`src/rtl/bus_ctrl_if.sv`:
```
// bus_ctrl_if: groups the sequencer's handshake and bus signals.
//   run      start request (sampled only when idle)
//   din      instruction word in idle, immediate data during mvi T1
//   rdata    packed outputs of R0..R7, R_i = rdata[16i+15:16i]
//   buswires shared 16-bit data bus into all registers
//   rin      one-hot register load enables
//   busy     high whenever the sequencer is not idle
//   done     one-cycle pulse in the final cycle of an instruction
// master: the sequencer side; slave: the register file / environment side.
interface bus_ctrl_if;
  logic         run;
  logic [15:0]  din;
  logic [127:0] rdata;
  logic [15:0]  buswires;
  logic [7:0]   rin;
  logic         busy;
  logic         done;

  modport master (
    input  run, din, rdata,
    output buswires, rin, busy, done
  );

  modport slave (
    output run, din, rdata,
    input  buswires, rin, busy, done
  );
endinterface

```
`src/rtl/bus_ctrl.sv`:
```
// bus_ctrl: bus-side sequencer for the structural CPU datapath.
// Decodes a 9-bit instruction {op, x, y}, drives the shared bus from a combinational
// source mux and pulses one-hot register load enables. Owns IR, the A operand register
// and the G result register, and performs 16-bit modulo add/sub.
// Ports:
//   clock   rising-edge clock shared with the register file
//   resetn  synchronous active-low reset
//   bif     bus_ctrl_if master modport (run, din, rdata in; buswires, rin, busy, done out)
module bus_ctrl (
  input logic       clock,
  input logic       resetn,
  bus_ctrl_if.master bif
);

  typedef enum logic [1:0] {StIdle, StT1, StT2, StT3} state_e;

  localparam logic [2:0] OpMv  = 3'b000;
  localparam logic [2:0] OpMvi = 3'b001;
  localparam logic [2:0] OpAdd = 3'b010;
  localparam logic [2:0] OpSub = 3'b011;

  state_e      state_q, state_d;
  logic [8:0]  ir_q, ir_d;
  logic [15:0] a_q, a_d;
  logic [15:0] g_q, g_d;

  logic [2:0]  op, x, y;
  logic [15:0] rx, ry;
  logic [15:0] bus_val;
  logic [7:0]  rin_raw;
  logic        done_int;

  assign op = ir_q[8:6];
  assign x  = ir_q[5:3];
  assign y  = ir_q[2:0];
  assign rx = bif.rdata[{x, 4'h0} +: 16];
  assign ry = bif.rdata[{y, 4'h0} +: 16];

  always_comb begin
    state_d  = state_q;
    ir_d     = ir_q;
    a_d      = a_q;
    g_d      = g_q;
    bus_val  = 16'h0000;
    rin_raw  = 8'h00;
    done_int = 1'b0;
    unique case (state_q)
      StIdle: begin
        if (bif.run) begin
          ir_d    = bif.din[8:0];
          state_d = StT1;
        end
      end
      StT1: begin
        unique case (op)
          OpMv: begin
            bus_val    = ry;
            rin_raw[x] = 1'b1;
            done_int   = 1'b1;
            state_d    = StIdle;
          end
          OpMvi: begin
            bus_val    = bif.din;
            rin_raw[x] = 1'b1;
            done_int   = 1'b1;
            state_d    = StIdle;
          end
          OpAdd, OpSub: begin
            bus_val = rx;
            a_d     = rx;
            state_d = StT2;
          end
          default: begin
            // Opcodes 100-111 retire as no-ops with an empty bus.
            done_int = 1'b1;
            state_d  = StIdle;
          end
        endcase
      end
      StT2: begin
        bus_val = ry;
        // op[0] distinguishes sub (011) from add (010); carry/borrow dropped.
        g_d     = op[0] ? (a_q - ry) : (a_q + ry);
        state_d = StT3;
      end
      StT3: begin
        bus_val    = g_q;
        rin_raw[x] = 1'b1;
        done_int   = 1'b1;
        state_d    = StIdle;
      end
      default: state_d = StIdle;
    endcase
  end

  always_ff @(posedge clock) begin
    if (!resetn) begin
      state_q <= StIdle;
      ir_q    <= 9'h000;
      a_q     <= 16'h0000;
      g_q     <= 16'h0000;
    end else begin
      state_q <= state_d;
      ir_q    <= ir_d;
      a_q     <= a_d;
      g_q     <= g_d;
    end
  end

  // Load enables are gated by reset so an abort in T1/T3 never writes a register.
  assign bif.rin      = resetn ? rin_raw : 8'h00;
  assign bif.buswires = bus_val;
  assign bif.busy     = (state_q != StIdle);
  assign bif.done     = done_int;

endmodule

```
`src/flat_wrapper.sv`:
```
// flat-port wrapper written by rule: the top's interface ports become plain ports
module bus_ctrl_flat 
  (clock, resetn, bif_run, bif_din, bif_rdata, bif_buswires, bif_rin, bif_busy, bif_done);
  bus_ctrl_if bif_i ();
  input logic clock;
  input logic resetn;
  input wire logic [$bits(bif_i.run)-1:0] bif_run;
  input wire logic [$bits(bif_i.din)-1:0] bif_din;
  input wire logic [$bits(bif_i.rdata)-1:0] bif_rdata;
  output wire logic [$bits(bif_i.buswires)-1:0] bif_buswires;
  output wire logic [$bits(bif_i.rin)-1:0] bif_rin;
  output wire logic [$bits(bif_i.busy)-1:0] bif_busy;
  output wire logic [$bits(bif_i.done)-1:0] bif_done;
  assign bif_i.run = bif_run;
  assign bif_i.din = bif_din;
  assign bif_i.rdata = bif_rdata;
  assign bif_buswires = bif_i.buswires;
  assign bif_rin = bif_i.rin;
  assign bif_busy = bif_i.busy;
  assign bif_done = bif_i.done;
  bus_ctrl u_core (.clock(clock), .resetn(resetn), .bif(bif_i));
endmodule
```
`config.mk`:
```
export PLATFORM = sky130hd
export DESIGN_NAME = bus_ctrl_flat
export DESIGN_NICKNAME = d
export VERILOG_FILES = /design/src/rtl/bus_ctrl_if.sv /design/src/rtl/bus_ctrl.sv /design/src/flat_wrapper.sv
export SDC_FILE = /design/constraint.sdc
export NUM_CORES = 1
export LEC_CHECK = 0
export CORE_ASPECT_RATIO = 2
export CORE_MARGIN = 1.5
export CORE_UTILIZATION = 51
export CTS_BUF_LIST = sky130_fd_sc_hd__clkbuf_16
export DETAILED_ROUTE_END_ITERATION = 16
export PLACE_DENSITY_LB_ADDON = 0.25
export SLEW_MARGIN = 20
export SYNTH_ARGS = -nofsm -noshare
export SYNTH_HDL_FRONTEND = slang
export SYNTH_SLANG_ARGS = --single-unit
```
`constraint.sdc`:
```
create_clock -name clock -period 9 [get_ports clock]
set_input_delay 1.35 -clock clock [delete_from_list [all_inputs] [get_ports clock]]
set_output_delay 1.35 -clock clock [all_outputs]
set_load 0.03 [all_outputs]
```
# == Word level (Yosys, flattened, before mapping) ==
# Index checks and enable logic that the tools add are counted.
# word_totals
output_inout_bits,26
wordCells,38
reg_bits,43
in_bits,147
# classes
n_eq_ne,7
shift,2
n_lt_le_gt_ge,2
add_sub_neg,2
reduce_logical,8
n_mux,13
# op_table
op,n
128-bit by 8-bit variable part select with 16-bit output,2
16-bit one-hot mux with 3 select lines,2
16-bit adder,1
16-bit two-way mux,1
8-bit two-way mux,2
8-bit one-hot mux with 2 select lines,1
16-bit subtractor,1
2-bit one-hot mux with 4 select lines,1
3-bit by 2-bit == test with 1-bit output (second input constant),2
2-bit == test (second input constant),2
3-bit by 4-bit < comparator with 1-bit output (second input constant),1
2-bit two-way mux,2
2-bit AND reduction,2
2-bit OR reduction,2
1-bit demux with 3-bit select,1
3-bit by 1-bit == test with 1-bit output (second input constant),1
3-bit by 1-bit greater-or-equal comparator with 1-bit output (second input constant),1
3-bit zero test,1
2-bit by 1-bit == test with 1-bit output (second input constant),1
2-bit zero test,1
1-bit two-way mux,2
2-bit != test (second input constant),1
1-bit one-hot mux with 2 select lines,1
2-bit nonzero test,1
1-bit logical AND,1

# == Longest topological paths before layout ==
# Gate-level depths: netlist of the first run.
# depth
ltp_word,7
depth_mapped,17
mapped_depth_nobuf,16

# == Worst setup path before layout of the first run ==
# No wires, ideal clock.
# synth_path
path_kind,input-to-reg
startpoint,input port bif_rdata[113]
endpoint,register u_core.g_q[15]
slack_ns,4.549
arrival_time_ns,4.389
path_buffers,0
setup_ns,0.062
required_time_ns,8.938
path_stages,14
cell_sequence,mux4_2 -> mux2i_1 -> ha_1 -> and3_1 -> a31oi_1 -> xor2_1 -> ha_1 -> or4_1 -> nor2_1 -> o31ai_1 -> a31oi_1 -> o21ai_1 -> or3_1 -> nand3_1
# synth_between
elab_chain_cells,3
elab_cells_between_ends,4
cone_classes,add/sub (2); shift (1); mux (1)
# synth_rtl
element,line,rtl
start: declaration,flat_wrapper.sv:9,input wire logic [$bits(bif_i.rdata)-1:0] bif_rdata;
128-bit by 8-bit variable part select with 16-bit output *,bus_ctrl.sv:37,"assign ry = bif.rdata[{y, 4'h0} +: 16];"
16-bit adder or 16-bit subtractor (tied branches),bus_ctrl.sv:83,g_d = op[0] ? (a_q - ry) : (a_q + ry);
16-bit two-way mux *,bus_ctrl.sv:83,
end signal: assignment,bus_ctrl.sv:106,g_q <= g_d;
end: declaration,bus_ctrl.sv:25,"logic [15:0] g_q, g_d;"
# Mark *: on every way between the ends. The rest lies on a longest branch, timed or not.
# A chain may end at the register's enable or synchronous reset.

# == Worst setup path after layout of the first run ==
# layout_path
startpoint,input port bif_rdata[123]
endpoint,output port bif_buswires[11]
# layout_between
elab_chain_cells,3
elab_cells_between_ends,4
cone_classes,shift (2); mux (2)
# layout_rtl
element,line,rtl
128-bit by 8-bit variable part select with 16-bit output (on tied branches),"bus_ctrl.sv:36, bus_ctrl.sv:37",
16-bit one-hot mux with 3 select lines,bus_ctrl.sv:55,unique case (op)
16-bit one-hot mux with 3 select lines *,bus_ctrl.sv:47,unique case (state_q)
end: declaration,flat_wrapper.sv:10,output wire logic [$bits(bif_i.buswires)-1:0] bif_buswires;
# Marks and branches as above.

==> impl_metrics.tcl, run 1 <==
set metrics [dict create \
    n_fill_cell 710 \
    leakagePower_nw 2.36 \
    drc_errors 0 \
    worstSkewPairLatency_ns 0.30 \
    die_h_um 143 \
    synth_area_leaders "mux4_2 (25%), dfxtp_1 (17%), mux2i_1 (6.8%)" \
    async_flop_share 0 \
    internal-power_mw 0.568 \
    drt_iter0_drc 315 \
    fin_crit_sh 0.576 \
    route.vias.total 5211 \
    swShare 0.343 \
    critPathMaxFanout 6 \
    clock-root-buffer "clkbuf_16" \
    wl_met2_um 8850 \
    wl_met1_um 5380 \
    nets 855 \
    fin_worst_skew_ns 0.00683 \
    rsz0062_at_grt "no" \
    syn-cell-area_um2 4980 \
    multi_input_area_um2 3860 \
    layout_common_cells "clkdlybuf4s50_1 (172), nor2_1 (66), a21oi_1 (59), mux4_2 (56), nand2_1 (53)" \
    die_area_um2 10400 \
    setup_viol 0 \
    critPathTopFamily "buffers and inverters" \
    pwr-share-comb 0.480 \
    crit_path_frequent_cell "clkdlybuf4s50_1" \
    avgSynthCellArea_um2 9.09 \
    max_freq_mhz 193 \
    grt_overflow 0 \
    max_stage_delay_ns 0.59 \
    core-area_um2 9450 \
    crit_buf_inv 2 \
    hold_viol_final 0 \
    place_congestion 0.926 \
    post-dp-hpwl_um 13100 \
    highest_layer "met4" \
    synth_top_area_frac 0.253 \
    drive_gt1_frac 0.130 \
    drv_cap 0 \
    post_cts_buffers 0 \
    max_slew_margin 0.451 \
    num_antenna_cells 0 \
    setup_ws_ns 3.81 \
    grt_pass1_vias 5404 \
    endpoint_kind "primary output" \
    power.share.sequential 0.242 \
    num_io_pins 173 \
    crit_type "in2out" \
    rows 50 \
    cts_inserted_buffers 5 \
    clk_pin_slew_ns 0.06 \
    grt_pass1_wl_um 25200 \
    grtUsageTotal 0.316 \
    synth_seq_cells 43 \
    yosysSeqAreaShare 0.173 \
    firstDrtPassIters 5 \
    hold_path.class "reg2reg" \
    cp.required_ns 7.65 \
    synthFlopType "dfxtp_1" \
    syn-instance-count 548 \
    dpl_worst_slack_ns 3.61 \
    slowest_stage "clkdlybuf4s50_1" \
    outcome "completed" \
    antenna_found_initial 0 \
    routed-wl-met3_um 940 \
    final_common_cell "clkdlybuf4s50_1" \
    cts_tree "yes" \
    h-tree-depth 2 \
    grt_max_degree 43 \
    routed_via_density 6.34 \
    max_slew.worst_pin.slew_ns 0.822 \
    yosysUniqueCellTypes 52 \
    initial_core_util 0.527 \
    drt-total-wl_um 16200 \
    slew_violations 0 \
    numPortBuffers 172 \
    post-route-min-period_ns 5.19 \
    p_per_area_nw_per_um2 125 \
    ctsHoldBuffers 0 \
    synth_top_area_cell "mux4_2" \
    peakVddDrop_uv 96.1 \
    cts_buffer_depth 2 \
    die_w_um 72.9 \
    pwr-share-clk 0.277 \
    area_delta_synth_final_pct 38.9 \
    cp-start-kind "input pin" \
    wl_per_cell_um 19.7 \
    switchingPower_mw 0.296 \
    detail-route-antenna-nets 0 \
    setup-tns-final_ns 0 \
    syn-num-nets 712 \
    synth_edf_count 0 \
    seq_area_um2 863 \
    yosysWarnings 0 \
    worstPathArrival_ns 3.84 \
    ctsResizeCount 0 \
    clkSinkCount 43 \
    path_cells "clkdlybuf4s50_1 -> mux4_2 -> mux2i_1 -> o22ai_1 -> a22o_1 -> clkdlybuf4s50_1" \
]
-- layer usage --
metal	vias up	global-route usage
met2	262	0.595
met4	0	0.189
met1	2501	0.311
li1	2378	-
met5	-	0
met3	70	0.0480
-- metrics by stage --
| step | std cells | hold WS (ns) | cell area (um2) | total power [mW] | utilization |
|---|---|---|---|---|---|
| finish | 822 | 0.453 | 6920 | 0.864 | 0.733 |
| floorplan | 548 | 0.432 | 4980 | 0.479 | - |
| CTS | 822 | 0.453 | 6920 | 0.862 | 0.733 |
| global route | 822 | 0.469 | 6920 | 0.902 | 0.733 |
| global placement | 814 | 0.438 | 6730 | 0.610 | 0.712 |
| detailed placement | 814 | 0.446 | 6730 | 0.623 | 0.712 |
-- cells in the mapped netlist (2+ instances only) --
library cell,number
a211oi_1,10
a21o_1,6
a21oi_1,59
a22o_1,5
a22oi_1,11
a31oi_1,5
a41oi_1,2
and2_1,4
and3_1,3
buf_1,2
buf_2,7
buf_4,2
buf_6,4
clkbuf_1,32
dfxtp_1,43
ha_1,16
inv_1,8
mux2i_1,34
mux2i_2,4
mux2i_4,4
mux4_2,56
nand2_1,53
nand2b_1,5
nand3_1,5
nor2_1,66
nor2b_1,2
nor3_1,6
o2111ai_1,2
o21a_1,4
o21ai_0,5
o21ai_1,5
o22ai_1,23
o2bb2ai_1,11
xnor2_1,10
xor2_1,17
-- path summary, 6_finish.rpt --
kind                                             startpoint                          end  slack, ns  cells past startpoint
worst max-delay path                         bif_rdata[123]             bif_buswires[11]       3.81                      6
worst min-delay path             u_core.g_q[5]$_SDFFE_PN0P_   u_core.g_q[5]$_SDFFE_PN0P_       0.45                      2
worst max register to register  u_core.ir_q[1]$_SDFFE_PN0P_  u_core.g_q[15]$_SDFFE_PN0P_       4.44                     15
worst min register to register   u_core.g_q[5]$_SDFFE_PN0P_   u_core.g_q[5]$_SDFFE_PN0P_       0.45                      2
-- registers in the layout, summed over array words and instances (netlist names), named ones only --
signal          count
u_core.ir_q         9
u_core.state_q      1
u_core.g_q         16
u_core.a_q         16
-- area by class of cell --
cell class              instances  area share
clock buffers                   5      0.0181
inverters                       9     0.00488
repair buffers                183       0.261
flip-flops and latches         43       0.125
clock inverters                 3     0.00976
multi-input cells             449       0.558
well taps                     130      0.0235
-- worst register-to-register path: stages (launching register included) --
cell and delay, ns:
dfxtp_2 0.31, buf_4 0.48, mux4_2 0.59, mux2i_1 0.44
ha_1 0.29, and3_1 0.19, a31oi_1 0.10, xor2_1 0.17
ha_1 0.23, or4_1 0.56, nor2_1 0.16, o31ai_1 0.14
a31oi_1 0.28, o21ai_1 0.13, or3_1 0.35, nand3_1 0.08
-- cell families (layout without fill, tap and decap cells) --
kind of cell,after synthesis,in the layout,synth area share
xor+xnor,27,27,0.0475
compound gates,154,154,0.197
flops,43,43,0.173
simple gates,152,152,0.134
fa+ha+maj,17,17,0.0442
buf+inv,56,200,0.0515
mux,99,99,0.353
-- power by group through the flow --
stage / Clock, mW / Combinational (mW) / Sequential (mW)
3_5_place_dp: 0 / 0.410 / 0.213
5_1_grt: 0.247 / 0.445 / 0.211
3_3_place_gp: 0 / 0.397 / 0.213
6_report: 0.240 / 0.415 / 0.209
2_1_floorplan: 0 / 0.271 / 0.209
4_1_cts: 0.242 / 0.412 / 0.209
No activity file was read; power rests on OpenSTA's default activity.
==> run 2: changes to the inputs <==
Settings changed: CORE_UTILIZATION 51 to 42.
Clock period 9 ns to 4.57 ns, I/O delays scaled along.
==> impl_metrics.tcl, run 2 (synthesis gave the netlist of run 1 again) <==
set metrics [dict create \
    numPortBuffers 172 \
    wl_per_cell_um 21.4 \
    setup_ws_ns 0.400 \
    cp-start-kind "input pin" \
    initial_core_util 0.428 \
    post-route-min-period_ns 4.17 \
    drive_gt1_frac 0.152 \
    rsz0062_at_grt "no" \
    layout_common_cells "clkdlybuf4s50_1 (172), nor2_1 (66), a21oi_1 (59), mux4_2 (56), nand2_1 (53)" \
    h-tree-depth 2 \
    core-area_um2 11600 \
    place_inst 848 \
    critPathMaxFanout 6 \
    dpl_worst_slack_ns 0.110 \
    leakagePower_nw 2.46 \
    max_slew_margin 0.465 \
    place_area_um2 6900 \
    die_w_um 80.0 \
    grt_max_degree 37 \
    path_cells "clkdlybuf4s50_1 -> mux4_2 -> mux2i_2 -> buf_4 -> ha_1 -> nand3_1 -> nor3_1 -> a21oi_1 -> xor2_1 -> ha_1 -> a21oi_1 -> o31ai_1 -> a31oi_1 -> o21ai_1 -> or3_1 -> nand3_1" \
    route.vias.total 5259 \
    rows 56 \
    r2r-start "u_core.ir_q[2]$_SDFFE_PN0P_" \
    drt_iter0_drc 292 \
    grt_pass1_vias 5465 \
    hold_path.class "reg2reg" \
    fin_crit_sh 0.913 \
    setup-tns-final_ns 0 \
    die_area_um2 12600 \
    grt_overflow 0 \
    final_common_cell "clkdlybuf4s50_1" \
    holdPathEnd "u_core.g_q[6]$_SDFFE_PN0P_" \
    hold_start "u_core.g_q[6]$_SDFFE_PN0P_" \
    worstPathArrival_ns 4.41 \
    area_delta_synth_final_pct 42.4 \
    rrSetupSlack_ns 0.44 \
    antenna_found_initial 0 \
    ctsHoldBuffers 0 \
    worstSkewPairLatency_ns 0.30 \
    layout.cells.non_filler 856 \
    post_cts_buffers 0 \
    outcome "completed" \
    detail-route-antenna-nets 0 \
    ctsResizeCount 0 \
    num_io_pins 173 \
    slew_violations 0 \
    max_freq_mhz 240 \
    routed_via_density 6.14 \
    drc_errors 0 \
    cts_buffer_depth 2 \
    fin_worst_skew_ns 0.00403 \
    clkSinkCount 43 \
    post-dp-hpwl_um 15100 \
    crit_type "in2reg" \
    drt-total-wl_um 18300 \
    whs_path_depth 2 \
    cts_tree "yes" \
    peakVddDrop_uv 190 \
    slowest_stage "mux4_2" \
    grtUsageTotal 0.297 \
    design_area_um2 7090 \
    p_per_area_nw_per_um2 246 \
    hold_viol_final 0 \
    num_antenna_cells 0 \
    top_regs "u_core.a_q (16), u_core.g_q (16), u_core.ir_q (9)" \
    nets 874 \
    r2r-end "u_core.g_q[15]$_SDFFE_PN0P_" \
    place_congestion 0.900 \
    endpoint_kind "register" \
    r2r_cells 15 \
    grt_pass1_wl_um 28200 \
    die_h_um 157 \
    setup_viol 0 \
    drv_cap 0 \
    clock-root-buffer "clkbuf_16" \
    max_stage_delay_ns 0.49 \
    cp.required_ns 4.81 \
    cts_inserted_buffers 5 \
    max_slew.worst_pin.slew_ns 0.803 \
    clk_pin_slew_ns 0.06 \
    firstDrtPassIters 5 \
]
## run 2: changes by cell type in the layout (fill, tap and decap cells not counted)
cell / before / now
buf_12: 0 / 1
inv_1: 8 / 9
buf_4: 11 / 29
clkinvlp_4: 1 / 0
## run 2: per-layer routing
metal / wire [um] / GRT usage
met1: 6390 / 0.299
met2: 10400 / 0.580
met3: 651 / 0.0301
met4: 882 / 0.144
met5: 0 / 0
## run 2: worst max path at each step
stage                    from                          end  slack [ns]  depth (start not counted)
6_report        bif_rdata[64]  u_core.g_q[15]$_SDFFE_PN0P_        0.40                         16
3_5_place_dp    bif_rdata[64]  u_core.g_q[15]$_SDFFE_PN0P_        0.11                         16
3_3_place_gp    bif_rdata[96]  u_core.g_q[15]$_SDFFE_PN0P_        0.21                         16
2_1_floorplan  bif_rdata[113]  u_core.g_q[15]$_SDFFE_PN0P_        0.78                         14
4_1_cts         bif_rdata[64]  u_core.g_q[15]$_SDFFE_PN0P_        0.42                         16
5_1_grt         bif_rdata[32]  u_core.g_q[15]$_SDFFE_PN0P_        0.16                         16
## run 2: worst max-delay path: cells and delay by family
family	cells	cell delay, ns
compound gates	5	0.81
simple gates	4	0.93
xor+xnor	1	0.17
fa+ha+maj	2	0.56
mux	2	0.65
buf+inv	2	0.62
## run 2: layout make-up
type / count / area (um2)
flip-flops and latches: 43 / 863
well taps: 145 / 181
multi-input cells: 449 / 3860
clock buffers: 5 / 125
clock inverters: 3 / 63.8
repair buffers: 202 / 1960
inverters: 9 / 33.8
fillers: 1051 / 4540
## run 2: stage by stage
stage               utilization  power, mW  hold slack [ns]
floorplan                     -      0.944            0.432
global placement          0.593       1.26            0.439
detailed placement        0.593       1.28            0.451
CTS                       0.610       1.74            0.460
global route              0.610       1.82            0.488
finish                    0.610       1.74            0.463
## run 2: power by group
| group | switching [mW] | internal, mW | total (mW) |
|---|---|---|---|
| Sequential | 0.0262 | 0.395 | 0.421 |
| Clock | 0.157 | 0.311 | 0.468 |
| Combinational | 0.426 | 0.429 | 0.855 |
